===== src/rtl/crc8_pkg.sv =====
// rtl/crc8_pkg.sv - shared CRC-8 constants, mode encodings and framer state type
package crc8_pkg;

  localparam logic [7:0] CRC8_POLY = 8'h07;
  localparam logic [7:0] CRC8_INIT = 8'hFF;

  localparam logic MODE_GEN = 1'b0;
  localparam logic MODE_CHK = 1'b1;

  typedef enum logic [1:0] {
    ST_IDLE   = 2'd0,
    ST_DATA   = 2'd1,
    ST_APPEND = 2'd2,
    ST_DRAIN  = 2'd3
  } state_t;

endpackage


===== src/rtl/crc8_next.sv =====
// rtl/crc8_next.sv - combinational CRC-8 next-state for one byte, MSB first
module crc8_next
  import crc8_pkg::*;
(
  input  logic [7:0] crc_in,
  input  logic [7:0] data,
  output logic [7:0] crc_out
);

  // Eight unrolled shift/xor steps collapse into the parallel XOR equations.
  always_comb begin
    logic [7:0] c;
    c = crc_in ^ data;
    for (int i = 0; i < 8; i++) begin
      if (c[7]) begin
        c = {c[6:0], 1'b0} ^ CRC8_POLY;
      end else begin
        c = {c[6:0], 1'b0};
      end
    end
    crc_out = c;
  end

endmodule


===== src/rtl/crc8_frame_ctrl.sv =====
// rtl/crc8_frame_ctrl.sv - CRC-8 frame generator/checker between byte streams
module crc8_frame_ctrl
  import crc8_pkg::*;
#(
  parameter int         LEN_W = 16,
  parameter logic [7:0] INIT  = CRC8_INIT
) (
  input  logic             clk,
  input  logic             rst,
  input  logic             mode,
  input  logic             s_valid,
  output logic             s_ready,
  input  logic [7:0]       s_data,
  input  logic             s_last,
  output logic             m_valid,
  input  logic             m_ready,
  output logic [7:0]       m_data,
  output logic             m_last,
  output logic             busy,
  output logic             frame_done,
  output logic [7:0]       crc_value,
  output logic             crc_ok,
  output logic [LEN_W-1:0] frame_len
);

  state_t           state;
  logic [7:0]       crc_reg;
  logic [7:0]       crc_nxt;
  logic [LEN_W-1:0] count;
  logic             mode_q;
  logic             frame_mode;
  logic             out_free;
  logic             out_fire;
  logic             accept_in;

  crc8_next u_crc8_next (
    .crc_in  (crc_reg),
    .data    (s_data),
    .crc_out (crc_nxt)
  );

  assign out_free   = !m_valid || m_ready;
  assign out_fire   = m_valid && m_ready;
  assign s_ready    = !rst && ((state == ST_IDLE) || (state == ST_DATA)) && out_free;
  assign accept_in  = s_valid && s_ready;
  // Mode is only honoured on the first byte; afterwards the latched copy rules.
  assign frame_mode = (state == ST_IDLE) ? mode : mode_q;
  assign busy       = (state != ST_IDLE);

  always_ff @(posedge clk) begin
    if (rst) begin
      state      <= ST_IDLE;
      crc_reg    <= INIT;
      count      <= '0;
      mode_q     <= MODE_GEN;
      m_valid    <= 1'b0;
      m_data     <= 8'h00;
      m_last     <= 1'b0;
      frame_done <= 1'b0;
      crc_value  <= 8'h00;
      crc_ok     <= 1'b0;
      frame_len  <= '0;
    end else begin
      frame_done <= 1'b0;
      if (out_fire) begin
        m_valid <= 1'b0;
      end

      case (state)
        ST_IDLE, ST_DATA: begin
          if (accept_in) begin
            mode_q  <= frame_mode;
            m_valid <= 1'b1;
            m_data  <= s_data;
            crc_reg <= crc_nxt;
            if (count != '1) begin
              count <= count + 1'b1;
            end
            if (!s_last) begin
              m_last <= 1'b0;
              state  <= ST_DATA;
            end else if (frame_mode == MODE_GEN) begin
              m_last <= 1'b0;
              state  <= ST_APPEND;
            end else begin
              m_last <= 1'b1;
              state  <= ST_DRAIN;
            end
          end
        end

        ST_APPEND: begin
          // The last payload byte may still be stalled in the output register.
          if (out_free) begin
            m_valid <= 1'b1;
            m_data  <= crc_reg;
            m_last  <= 1'b1;
            state   <= ST_DRAIN;
          end
        end

        ST_DRAIN: begin
          if (out_fire && m_last) begin
            frame_done <= 1'b1;
            crc_value  <= crc_reg;
            crc_ok     <= (mode_q == MODE_CHK) ? (crc_reg == 8'h00) : 1'b1;
            frame_len  <= count;
            crc_reg    <= INIT;
            count      <= '0;
            state      <= ST_IDLE;
          end
        end

        default: state <= ST_IDLE;
      endcase
    end
  end

endmodule


===== config.mk =====
export PLATFORM = sky130hd
export DESIGN_NAME = crc8_frame_ctrl
export DESIGN_NICKNAME = d
export VERILOG_FILES = /design/src/rtl/crc8_pkg.sv /design/src/rtl/crc8_next.sv /design/src/rtl/crc8_frame_ctrl.sv
export SDC_FILE = /design/constraint.sdc
export NUM_CORES = 1
export LEC_CHECK = 0
export CAP_MARGIN = 5
export CELL_PAD_IN_SITES_DETAIL_PLACEMENT = 1
export CELL_PAD_IN_SITES_GLOBAL_PLACEMENT = 2
export CORE_UTILIZATION = 31
export DETAILED_ROUTE_END_ITERATION = 7
export PLACE_DENSITY = 0.82
export SYNTH_ARGS = -nofsm -noshare
export SYNTH_HDL_FRONTEND = slang
export SYNTH_SLANG_ARGS = --single-unit

===== constraint.sdc =====
create_clock -name clk -period 2.15 [get_ports clk]
set_input_delay 0.215 -clock clk [delete_from_list [all_inputs] [get_ports clk]]
set_output_delay 0.215 -clock clk [all_outputs]
set_load 0.005 [all_outputs]

; After elaboration in Yosys (flattened, before gate mapping)
; Cells that the tools add are included.
[classes]
n_addsub = 1
n_eq_ne = 8
bitwise = 10
n_reduce_logical = 22
muxes = 36
[ops]
columns = op, n
row1 = 2-to-1 mux 16 bit, 3
row2 = 2-to-1 mux 8 bit, 4
row3 = case mux 16 bit (2 select lines), 1
row4 = case mux 8 bit (2 select lines), 2
row5 = 2-to-1 mux 3 bit, 8
row6 = NOT 3 bit, 8
row7 = "adder 16 x 1 -> 16 bit, second input constant", 1
row8 = "!= test 16 bit, second input constant", 1
row9 = 2-to-1 mux 1 bit, 11
row10 = AND reduction 3 bit, 3
row11 = logical NOT 8 bit, 1
row12 = 2-to-1 mux 2 bit, 4
row13 = "!= test 2 bit, second input constant", 4
row14 = XOR 8 bit, 1
row15 = case mux 2 bit (3 select lines), 1
row16 = nonzero test 2 bit, 3
row17 = logical AND 1 bit, 5
row18 = "== test 2 bit, second input constant", 2
row19 = case mux 1 bit (2 select lines), 2
row20 = AND reduction 2 bit, 2
row21 = AND reduction 4 bit, 1
row22 = OR reduction 2 bit, 2
row23 = "== test 2 x 1 -> 1 bit, second input constant", 1
row24 = logical NOT 1 bit, 2
row25 = other kinds (3), 4
[word_totals]
wordCells = 88
ff_bits = 63
inputBits = 14
output_inout_bits = 38

; Depth between registers and ports, before layout
[depth]
word_depth = 19
mapped_depth = 8
mapped_depth_nobuf = 6

; By module
; From an unflattened synthesis, not the netlist that was laid out.
[hier_totals]
cells_unflattened = 334
area_unflattened_um2 = 2845.2
[modules_own_cells]
columns = mod, area_each_um2, n_inst, cells_each, seq_area_each_um2
row1 = crc8_frame_ctrl, 2661.3, 1, 313, 1261.2
row2 = crc8_next, 183.9, 1, 21, 0.0

; Worst setup path after synthesis
; OpenSTA, ideal clock, no wires.
[synth_path]
kind = register to register
from = reg count[0]
to = reg count[5]
setup_slack_ns = 0.472
period_less_slack_ns = 1.678
t_arrival_ns = 1.562
setup_ns = 0.116
path_buffers = 0
required_ns = 2.034
stages_incl_launch_ff = 7
cell_sequence = dfxtp_1 -> ha_1 -> and3_1 -> and3_1 -> a211oi_2 -> a31oi_1 -> a41o_1
[synth_via]
elab_chain_cells = 4
elab_cells_between_ends = 7
classes_between = 1 x add/sub / 2 x eq/ne / 3 x mux / 1 x reduce/logical
[synth_lines]
columns = element, line
row1 = "start, declared", crc8_frame_ctrl.sv:29  ; logic [LEN_W-1:0] count;
row2 = "start signal, assigned", crc8_frame_ctrl.sv:77  ; count <= count + 1'b1;
row3 = adder 16 x 1 -> 16 bit, crc8_frame_ctrl.sv:77
row4 = 2-to-1 mux 16 bit, crc8_frame_ctrl.sv:76  ; if (count != '1) begin
row5 = 2-to-1 mux 16 bit, crc8_frame_ctrl.sv:71  ; if (accept_in) begin
row6 = case mux 16 bit (2 select lines), crc8_frame_ctrl.sv:69  ; case (state)
; Several ways; a longest one is shown, not always the timed one. The select of a mux whose other input is x is not followed.
; A chain may end at the register's enable or synchronous reset.

; Worst setup path in the final report
; Same ends and word-level chain as after synthesis.

==> impl_metrics.env <==
export IMPL_ys_warn_count=0
export IMPL_cts_root_buf="clkbuf_8"
export IMPL_routedWlPerCell_um=15.3
export IMPL_synth_area_leaders="dfxtp_1, nand2_1, xnor2_1, a21oi_1, nor2_1"
export IMPL_cellInternalPower_mw=2.32
export IMPL_finalNetCount=425
export IMPL_power_density_nw_per_um2=833
export IMPL_cts_buffers=9
export IMPL_clk_latency_ns=0.33
export IMPL_core_area_um2=8890
export IMPL_antenna_cells=0
export IMPL_syn_to_final_growth_pct=32.8
export IMPL_reg_top3="count: 16 flops, frame_len: 16 flops"
export IMPL_skew_ns=0.0133
export IMPL_die_area_um2=9780
export IMPL_worstPathMaxFanout=6
export IMPL_timing_slew_headroom_pct=54.1
export IMPL_synth_edf_count=0
export IMPL_async_flop_share_pct=0
export IMPL_synth_most_common_cell="nand2_1"
export IMPL_finalCritPeriodShare_pct=88.3
export IMPL_vdd_ir_drop_max_mv=0.370
export IMPL_grt_ovfl_total=0
export IMPL_io_pins=52
export IMPL_synth_top_area_share_pct=43.4
export IMPL_p_leak_nw=1.41
export IMPL_rows=34
export IMPL_synthXorXnorAreaFrac_pct=9.51
export IMPL_antenna_found_initial=0
export IMPL_drive_above_1_share_pct=11.3
export IMPL_p_switching_mw=0.899
export IMPL_synthAdderAreaFrac_pct=0.430
export IMPL_dp_hpwl_um=5960
export IMPL_ys_seq_area_share_pct=43.4
export IMPL_arrival_ns=2.12
export IMPL_die_w_um=98.9
export IMPL_min_period_ns=1.90
export IMPL_grt_pass1_vias=2732
export IMPL_utilization_pct=43.4
export IMPL_initial_utilization_pct=32.7
export IMPL_syn_mean_instance_area_um2=8.38
export IMPL_cts_setup_buffers=0
export IMPL_worst_slew_pin_slew_ns=0.689
export IMPL_setup_viol=0
export IMPL_clk_path_buf_depth=2
export IMPL_cts_clk_slew_worst_paths_ns=0.08
export IMPL_synth_commonest_cells="nand2_1, dfxtp_1, a21oi_1"
export IMPL_htree_num_levels=3
export IMPL_track_usage_pct=17.8
export IMPL_cts_repair_resized=0
export IMPL_synthCells=347
export IMPL_hold_viol=0
export IMPL_rsz0062_at_grt="no"
export IMPL_wl_um=7980
export IMPL_viasPerCell=4.99
export IMPL_worstSetupPathType="reg -> reg"
export IMPL_hp_class="reg -> reg"
export IMPL_cts_tree="built"
export IMPL_cts_sinks=63
export IMPL_routabilityCongestion=0.791
export IMPL_route_detailed_drc=0
export IMPL_via_count=2608
export IMPL_postRouteAntennaNets=0
export IMPL_synth_top_family_by_area="simple AND/OR/NAND/NOR gates"
export IMPL_grt_pass1_wl_um=13700
export IMPL_maxCapViolCount=0
export IMPL_p_seq_share_pct=41.8
export IMPL_switching_share_pct=27.9
export IMPL_end_kind="flip-flop"
export IMPL_critical_path_startpoint_type="flip-flop"
export IMPL_synth_seq_cells=63
export IMPL_synth_compound_area_share_pct=16.7
export IMPL_dr_first_iter_drc_count=95
export IMPL_numPortBuffers=51
export IMPL_synthFlopType="dfxtp_1"
export IMPL_synth_distinct_cells=45
export IMPL_syn_num_nets=362
export IMPL_cts_hold_buf=0
export IMPL_synth_top_cell_by_area="dfxtp_1"
export IMPL_clockPowerShare_pct=39.3
export IMPL_yosys_area_share_simple_pct=22.9
export IMPL_die_height_um=98.9
export IMPL_crit_required_ns=2.38
export IMPL_drt_pre_antenna_iters=4
export IMPL_max_freq_mhz=527
export IMPL_syn_cell_area_um2=2910
export IMPL_run_status="complete, no violations"
export IMPL_synth_mux_area_share_pct=3.44
export IMPL_comb_power_share_pct=18.9
export IMPL_finalSetupTns_ns=0
export IMPL_grt_max_degree=27
export IMPL_drv_slew=0
==> worst max-delay path, stage by stage (launching register included) <==
cell	delay, ns
dfxtp_1	0.36
ha_1	0.23
and3_1	0.21
and3_1	0.23
a211oi_2	0.41
a31oi_1	0.14
a41o_1	0.21
==> cells in the final DEF, fill, tap and decap left out, types with 4 or more instances in the layout <==
| cell | n |
|---|---|
| nand2_1 | 65 |
| dfxtp_1 | 63 |
| clkdlybuf4s50_1 | 51 |
| a21oi_1 | 34 |
| nor2_1 | 33 |
| xnor2_1 | 21 |
| buf_4 | 18 |
| a211oi_1 | 13 |
| nor3_1 | 10 |
| mux2i_1 | 10 |
| inv_1 | 9 |
| clkbuf_8 | 9 |
| nand3_1 | 8 |
| xor2_1 | 8 |
| and3_1 | 7 |
| o22ai_1 | 4 |
==> layer usage <==
layer | share of wire, % | wire, um | global-route usage [%]
met1 | 50 | 4020 | 24.0
met2 | 45 | 3620 | 28.6
met3 | 3.2 | 252 | 4.11
met4 | 1.0 | 81 | 4.71
met5 | 0 | 0 | 0
==> power by group through the flow <==
stage          Clock (mW)  Combinational [mW]  Sequential [mW]
6_report             1.27               0.607             1.35
2_1_floorplan           0               0.444             1.33
5_1_grt              1.35               0.674             1.36
3_3_place_gp            0               0.597             1.37
3_5_place_dp            0               0.605             1.37
4_1_cts              1.30               0.612             1.35
==> cell families after synthesis <==
logic type      count (synthesis)
simple gates                  144
compound gates                 73
flops                          63
xor+xnor                       30
buf+inv                        26
mux                            10
fa+ha+maj                       1
==> cell type report <==
type                       instances  area, um^2
fill                            1055        5030
multi-input combinational        258        1540
sequential                        63        1260
timing repair buffer              69         646
tap                              108         135
clock buffer                       9         124
clock inverter                     7         120
inverter                           9        33.8
==> stage by stage <==
stage          instances  cell area [um^2]  power, mW  hold WS, ns  setup slack, ns
6_report             523              3860       3.22        0.454            0.252
3_3_place_gp         507              3620       1.97        0.444            0.197
4_1_cts              523              3860       3.26        0.457            0.270
2_1_floorplan        347              2910       1.77        0.354            0.472
3_5_place_dp         507              3620       1.98        0.446            0.123
5_1_grt              523              3860       3.39        0.467            0.103
==> worst paths after layout <==
| check | cells past startpoint | from | slack, ns | end |
|---|---|---|---|---|
| worst min register to register | 2 | crc_value[4] | 0.45 | crc_value[4] |
| worst min-delay path | 2 | crc_value[4] | 0.45 | crc_value[4] |
| worst max-delay path | 6 | count[0] | 0.25 | count[5] |
| worst max register to register | 6 | count[0] | 0.25 | count[5] |
(Power assumes the default switching activity.)
